`src/rtl/serial_restador.sv`:
```
// ---------------------------------------------------------------------------
// serial_restador
//
// Bit-serial unsigned subtractor computing a - b, one difference bit per
// clock, LSB first. The operands are captured in parallel on an accepted
// start. A full-subtractor cell with a borrow flip-flop then walks across
// the captured operands. When the last bit has been processed, the parallel
// difference and the final borrow are loaded, and done pulses for one cycle.
//
// Parameters:
//   WIDTH      operand/result width in bits (2..16)
//
// Ports:
//   clk        clock, all state updates on the rising edge
//   rst_n      asynchronous active-low reset
//   start      request, sampled only in IDLE or DONE
//   a          minuend, captured on accepted start
//   b          subtrahend, captured on accepted start
//   busy       high while the operation is shifting
//   done       one-cycle pulse when diff/borrow become valid
//   diff       parallel difference, held until the next completion
//   borrow     final borrow (1 when a < b unsigned), held with diff
//   bit_out    registered serial difference bit
//   bit_valid  high in each cycle bit_out carries a difference bit
//
// Optional build macro:
//   SERIAL_RESTADOR_SAT_EN  when defined, a result with final borrow = 1
//                           loads diff as 0 (saturating subtract). borrow
//                           and the serial bit stream are unchanged.
// ---------------------------------------------------------------------------
module serial_restador #(
    parameter int WIDTH = 4
) (
    input  logic             clk,
    input  logic             rst_n,
    input  logic             start,
    input  logic [WIDTH-1:0] a,
    input  logic [WIDTH-1:0] b,
    output logic             busy,
    output logic             done,
    output logic [WIDTH-1:0] diff,
    output logic             borrow,
    output logic             bit_out,
    output logic             bit_valid
);

    localparam int CW = (WIDTH > 1) ? $clog2(WIDTH) : 1;
    localparam logic [CW-1:0] LAST_CNT = CW'(WIDTH - 1);

    localparam logic [1:0] ST_IDLE  = 2'd0;
    localparam logic [1:0] ST_SHIFT = 2'd1;
    localparam logic [1:0] ST_DONE  = 2'd2;

    logic [1:0]       state;
    logic [WIDTH-1:0] sa;
    logic [WIDTH-1:0] sb;
    logic [WIDTH-1:0] r;
    logic [CW-1:0]    cnt;
    logic             bf;

    logic             d_bit;
    logic             bf_next;
    logic [WIDTH-1:0] r_next;
    logic [WIDTH-1:0] diff_load;
    logic             accept;
    logic             last_bit;

    // Full-subtractor cell on the current LSBs, plus the result register
    // after this bit is shifted in from the top. After WIDTH shifts, the
    // first bit produced has reached bit 0.
    always_comb begin
        d_bit    = sa[0] ^ sb[0] ^ bf;
        bf_next  = (~sa[0] & sb[0]) | (~(sa[0] ^ sb[0]) & bf);
        r_next   = {d_bit, r[WIDTH-1:1]};
        accept   = start && ((state == ST_IDLE) || (state == ST_DONE));
        last_bit = (state == ST_SHIFT) && (cnt == LAST_CNT);
`ifdef SERIAL_RESTADOR_SAT_EN
        diff_load = bf_next ? '0 : r_next;
`else
        diff_load = r_next;
`endif
    end

    // Sequencer and datapath. DONE behaves like IDLE for start acceptance,
    // so a held start gives a period of WIDTH+1 cycles.
    always_ff @(posedge clk or negedge rst_n) begin
        if (!rst_n) begin
            state <= ST_IDLE;
            sa    <= '0;
            sb    <= '0;
            r     <= '0;
            cnt   <= '0;
            bf    <= 1'b0;
        end else begin
            case (state)
                ST_IDLE, ST_DONE: begin
                    if (accept) begin
                        sa    <= a;
                        sb    <= b;
                        r     <= '0;
                        cnt   <= '0;
                        bf    <= 1'b0;
                        state <= ST_SHIFT;
                    end else begin
                        state <= ST_IDLE;
                    end
                end
                ST_SHIFT: begin
                    sa  <= sa >> 1;
                    sb  <= sb >> 1;
                    r   <= r_next;
                    bf  <= bf_next;
                    cnt <= cnt + CW'(1);
                    if (last_bit) begin
                        state <= ST_DONE;
                    end
                end
                default: begin
                    state <= ST_IDLE;
                end
            endcase
        end
    end

    // Parallel result: loaded only on the edge that finishes the last bit.
    // It stays stable through any following operation until that one completes.
    always_ff @(posedge clk or negedge rst_n) begin
        if (!rst_n) begin
            diff   <= '0;
            borrow <= 1'b0;
        end else if (last_bit) begin
            diff   <= diff_load;
            borrow <= bf_next;
        end
    end

    // Serial stream: a registered copy of the cell output, so each bit
    // appears the cycle after the edge that computed it.
    always_ff @(posedge clk or negedge rst_n) begin
        if (!rst_n) begin
            bit_out   <= 1'b0;
            bit_valid <= 1'b0;
        end else begin
            bit_valid <= (state == ST_SHIFT);
            bit_out   <= (state == ST_SHIFT) ? d_bit : 1'b0;
        end
    end

    assign busy = (state == ST_SHIFT);
    assign done = (state == ST_DONE);

endmodule

```
`config.mk`:
```
export PLATFORM = sky130hd
export DESIGN_NAME = serial_restador
export DESIGN_NICKNAME = d
export VERILOG_FILES = /design/src/rtl/serial_restador.sv
export SDC_FILE = /design/constraint.sdc
export NUM_CORES = 1
export LEC_CHECK = 0
export ABC_AREA = 1
export CAP_MARGIN = 20
export CORE_ASPECT_RATIO = 1.4
export CORE_UTILIZATION = 50
export DETAILED_ROUTE_END_ITERATION = 10
export PLACE_DENSITY = 0.79
export SLEW_MARGIN = 40
export SYNTH_ARGS = -nofsm -noshare
export SYNTH_HDL_FRONTEND = slang
export SYNTH_SLANG_ARGS = --single-unit
```
`constraint.sdc`:
```
create_clock -name clk -period 1.4 [get_ports clk]
set_input_delay 0.21 -clock clk [delete_from_list [all_inputs] [get_ports clk]]
set_output_delay 0.21 -clock clk [all_outputs]
set_load 0.005 [all_outputs]
```
# Yosys cells after proc, flatten, opt, wreduce, memory -nomap -nowiden
# Index checks and enable logic that the tools add are counted.
op_classes:
  n_addsub: 1
  reduce_logical: 7
  n_eq_ne: 5
  n_mux: 14
  bitwise: 7
ops:
  columns: ["op", "n"]
  rows:
  - ["4-bit one-hot mux with 2 select lines", 3]
  - ["4-bit 2-to-1 mux", 3]
  - ["2-bit one-hot mux with 2 select lines", 2]
  - ["2-bit == test (second input constant)", 2]
  - ["2-bit 2-to-1 mux", 2]
  - ["1-bit 2-to-1 mux", 3]
  - ["2-bit by 1-bit adder with 2-bit output (second input constant)", 1]
  - ["1-bit bitwise AND", 2]
  - ["2-bit by 1-bit == test with 1-bit output (second input constant)", 1]
  - ["1-bit logical AND", 2]
  - ["2-bit zero test", 1]
  - ["2-bit by 1-bit inequality test with 1-bit output (second input constant)", 1]
  - ["2-bit inequality test (second input constant)", 1]
  - ["1-bit NOT", 2]
  - ["1-bit one-hot mux with 2 select lines", 1]
  - ["2-bit AND reduction", 1]
  - ["2-bit nonzero test", 1]
  - ["2-bit OR reduction", 1]
  - ["1-bit XOR", 2]
  - ["1-bit logical OR", 1]
  - ["1-bit OR", 1]
word_totals:
  output_inout_bits: 9
  reg_bits: 24
  elab_cells: 44

# Logic depth before layout (Yosys ltp)
depth:
  ltp_word: 5
  ltp_mapped: 7

# Worst setup path after synthesis
# Ideal clock, no wire load.
synth_path:
  path_kind: "flip-flop to flip-flop"
  startpoint: "register sa[0]"
  endpoint: "register bf"
  stages_incl_launch_ff: 4
  slack_ns: 0.246
  period_less_slack_ns: 1.154
  arrival_ns: 1.077
  cell_sequence: "dfrtp_1 -> fa_1 -> or2_1 -> o21ai_1"
synth_between:
  elab_chain_cells: 5
  word_cells_on_any_way: 7
synth_lines:
  columns: ["item", "line_no", "rtl"]
  rows:
  - ["start, declared", "55", "logic [WIDTH-1:0] sa;"]
  - ["start signal, assigned", "109", "sa <= sa >> 1;"]
  - ["1-bit XOR", "73", "bf_next = (~sa[0] & sb[0]) | (~(sa[0] ^ sb[0]) & bf);"]
  - ["1-bit NOT", "73", null]
  - ["1-bit bitwise AND", "73", null]
  - ["1-bit OR (*)", "73", null]
  - ["1-bit one-hot mux with 2 select lines (*)", "95", "case (state)"]
  - ["end signal, assigned", "112", "bf <= bf_next;"]
  - ["end, declared", "59", "logic bf;"]
# Every way passes the cells marked *; elsewhere a longest branch is shown, timed or not.
# A chain may end at the register's enable or synchronous reset.

# Final worst setup path
layout_path:
  startpoint: "register state[1]"
  endpoint: "output port busy"
layout_between:
  elab_chain_cells: 1
layout_lines:
  columns: ["item", "line_no", "rtl"]
  rows:
  - ["start, declared", "54", "logic [1:0] state;"]
  - ["start signal, assigned", "88", "state <= ST_IDLE;"]
  - ["start signal, assigned", "103", "state <= ST_SHIFT;"]
  - ["start signal, assigned", "105", "state <= ST_IDLE;"]
  - ["2-bit by 1-bit == test with 1-bit output", "149", "assign busy = (state == ST_SHIFT);"]
  - ["end, declared", "39", "output logic busy,"]
# No other way between the ends.

==> run summary <==
Final Instance Area = 0.001350 mm^2
Clock power frac = 10.1%
syn_nets = 128
unrepaired setup endpoints after global routing = no
post-synthesis cell count = 115
total stage count of the critical path = 2
max_slew headroom = 81.29%
Tcrit/Tclk final = 95.18%
Clock Skews = 0.004794 ns
Site Rows = 19
switching power share of the total = 40.12%
FMAX = 750.4 MHz
cell depth of the worst flop-to-flop path = 7
Via density = 5.090
kind of critical path = flop to primary output
first-pass GRT wire length = 3.463 mm
status = finished, final reports clean
clock sink count = 23
initial antenna violation count = 0
Psw = 0.001213 W
I/O Buffers = 19
hold buffers post-CTS = 0
crit path capture type = primary output
Boundary Pins = 20
number of global-route vias before repair = 828
H-Tree Depth = 1
worst reg2reg startpoint = state[1]
Max-cap violations = 0
# DRC = 0
CP peak stage delay = 0.44 ns
critical path's slowest cell = dfrtp_1
Initial Util = 52.76%
cts bufs inserted = 3
CP arrival = 1.12 ns
largest net degree at the start of global routing = 24
die area = 0.002271 mm^2
antenna fix cells = 0
Critical Path Start Type = flop
M1 wire length = 801 um
Fin. Hold Viols = 0
internal power = 0.001811 W
placed instance area = 0.001280 mm^2
IR drop worst, VDD = 1.333 mV
Post-DP HPWL = 1.397 mm
crit path time final = 1.333 ns
GRT Total Usage = 22.66%
Synthesis Warnings = 0
Routed wire per std cell = 11.63 um
Layout area overhead = 29.69%
HP Class = input port to asynchronous set/reset pin
GRT overflow = 0
Setup-failing EPs final = 0
# fillers = 157
CTS tree = done
mapped cell area = 0.001041 mm^2
Buffers & Inverters on Critical Path = 1
final core occ = 68.42%
Unique masters post-synth = 16
Placer Congestion = 0.7892
DR top layer = met4
share of cells above drive strength 1 = 19.18%
critical path data required time = 1.19 ns
CP Cell Sequence = nor2_4, dlygate4sd2_1
Yosys reg bits = 23
Iter 0 DRT Violations = 21
Clock Tree Buf Depth = 2
setup TNS = 0 ns
CP max FO = 2
Comb pwr share = 52.2%
reg2reg setup slack = 0.09 ns
Least-Margin Pin Slew = 0.2806 ns
via count = 850
Pre-antenna DRT Iters = 5
delay-heaviest family, CP = flip-flops
PD cells = 2240 mW/mm^2
Root Buffer = clkbuf_4
nets = 160
Slew Limit Fails = 0
part of the power in registers = 37.6%
WHS = 0.2221 ns
metal3 WL = 93 um
clk_lat worst skew = 0.31 ns
drt total wl = 1.943 mm
Seq/Total Area, Yosys = 55.29%
Die X = 40.57 um
Clock transition at path regs = 0.12 ns
height of the die = 55.99 um
Detail Route met2 WL = 983 um
Static Leak = 0.7899 nW
Critical R2R Capture = r[3]
Final ANT Viol Nets = 0
synthesized area per cell = 9.052 um^2
Floorplan Core Area = 0.001973 mm^2
-- layout make-up --
| type | count | area, um^2 | area share, % |
|---|---|---|---|
| timing repair buffer | 29 | 276.5 | 20.48 |
| clock buffer | 4 | 26.28 | 1.946 |
| sequential | 23 | 575.6 | 42.63 |
| inverter | 23 | 86.33 | 6.395 |
| multi-input combinational | 67 | 359.1 | 26.60 |
| tap | 21 | 26.28 | 1.946 |
-- logic make-up after synthesis --
| family | synth area share [%] |
|---|---|
| AOI/OAI and AO/OA | 7.212 |
| adders and majority gates | 3.125 |
| buffers and inverters | 10.46 |
| DFF | 55.29 |
| and+or+nand+nor | 23.92 |
-- registers in the layout, summed over array words and instances (netlist names) --
signal,flops
bit_valid,1
cnt,2
r,3
borrow,1
diff,4
state,2
sa,4
bit_out,1
sb,4
bf,1
-- worst max path at each step --
stage / to / startpoint / slack (ns)
after floorplan: bf / sa[0] / 0.25
after global placement: busy / state[1] / 0.16
after detailed placement: busy / state[1] / 0.15
after CTS: borrow / borrow / 0.002
after global routing: busy / state[1] / 0.008
final: busy / state[1] / 0.07
-- synthesized netlist by cell type --
cell type,instances,area [um^2]
a21oi_2,1,8.760
buf_6,2,22.52
dfrtp_1,23,575.6
fa_1,1,20.02
ha_1,1,12.51
inv_1,19,71.32
inv_2,4,15.01
nand2_1,33,123.9
nand2_2,1,6.260
nand2_4,3,33.78
nand3_1,12,60.06
nor2_1,2,7.510
nor2_4,1,11.26
o21ai_1,8,40.04
o21ai_2,3,26.28
or2_1,1,6.260
-- layout by cell type, fill, tap and decap left out --
master and instances:
inv_2 4, nand2_4 3, dlymetal6s2s_1 6, fa_1 1, clkdlybuf4s50_1 10, clkbuf_1 1, inv_1 19, buf_2 1
o21ai_1 8, a21oi_2 1, nand2_1 33, nor2_2 1, buf_6 1, o21ai_2 3, clkbuf_4 3, ha_1 1
nor2_1 1, or2_1 1, nand3_1 12, buf_4 9, dlygate4sd2_1 2, dfrtp_1 23, nor2_4 1, nand2_2 1
-- power by group through the flow --
stage | Clock [W] | Sequential, W | Combinational (W)
finish | 0.000306 | 0.00114 | 0.00158
global route | 0.000340 | 0.00117 | 0.00181
CTS | 0.000313 | 0.00114 | 0.00159
detailed placement | 0 | 0.00116 | 0.00154
global placement | 0 | 0.00115 | 0.00150
floorplan | 0 | 0.00113 | 0.00102
-- repair_timing --
action,4_1_cts,5_1_grt
pin swaps,0,0
setup buffers,3,1
resized for setup,7,7
cloned,0,0
endpoints found under the setup margin,4,7
-- metal layers --
metal / track usage [%] / vias up
met5: 0 / -
met4: 12.38 / 0
met3: 4.800 / 7
met2: 36.05 / 31
met1: 26.56 / 397
li1: - / 415
-- per-stage QoR --
stage          instances  total power (W)  worst slack (ns)
2_1_floorplan        115         0.002153            0.2463
3_3_place_gp         159         0.002642            0.1566
3_5_place_dp         159         0.002700            0.1538
4_1_cts              166         0.003041          0.002431
5_1_grt              167         0.003320          0.008108
6_report             167         0.003024           0.06743
Power figures use the tool's default switching activity.
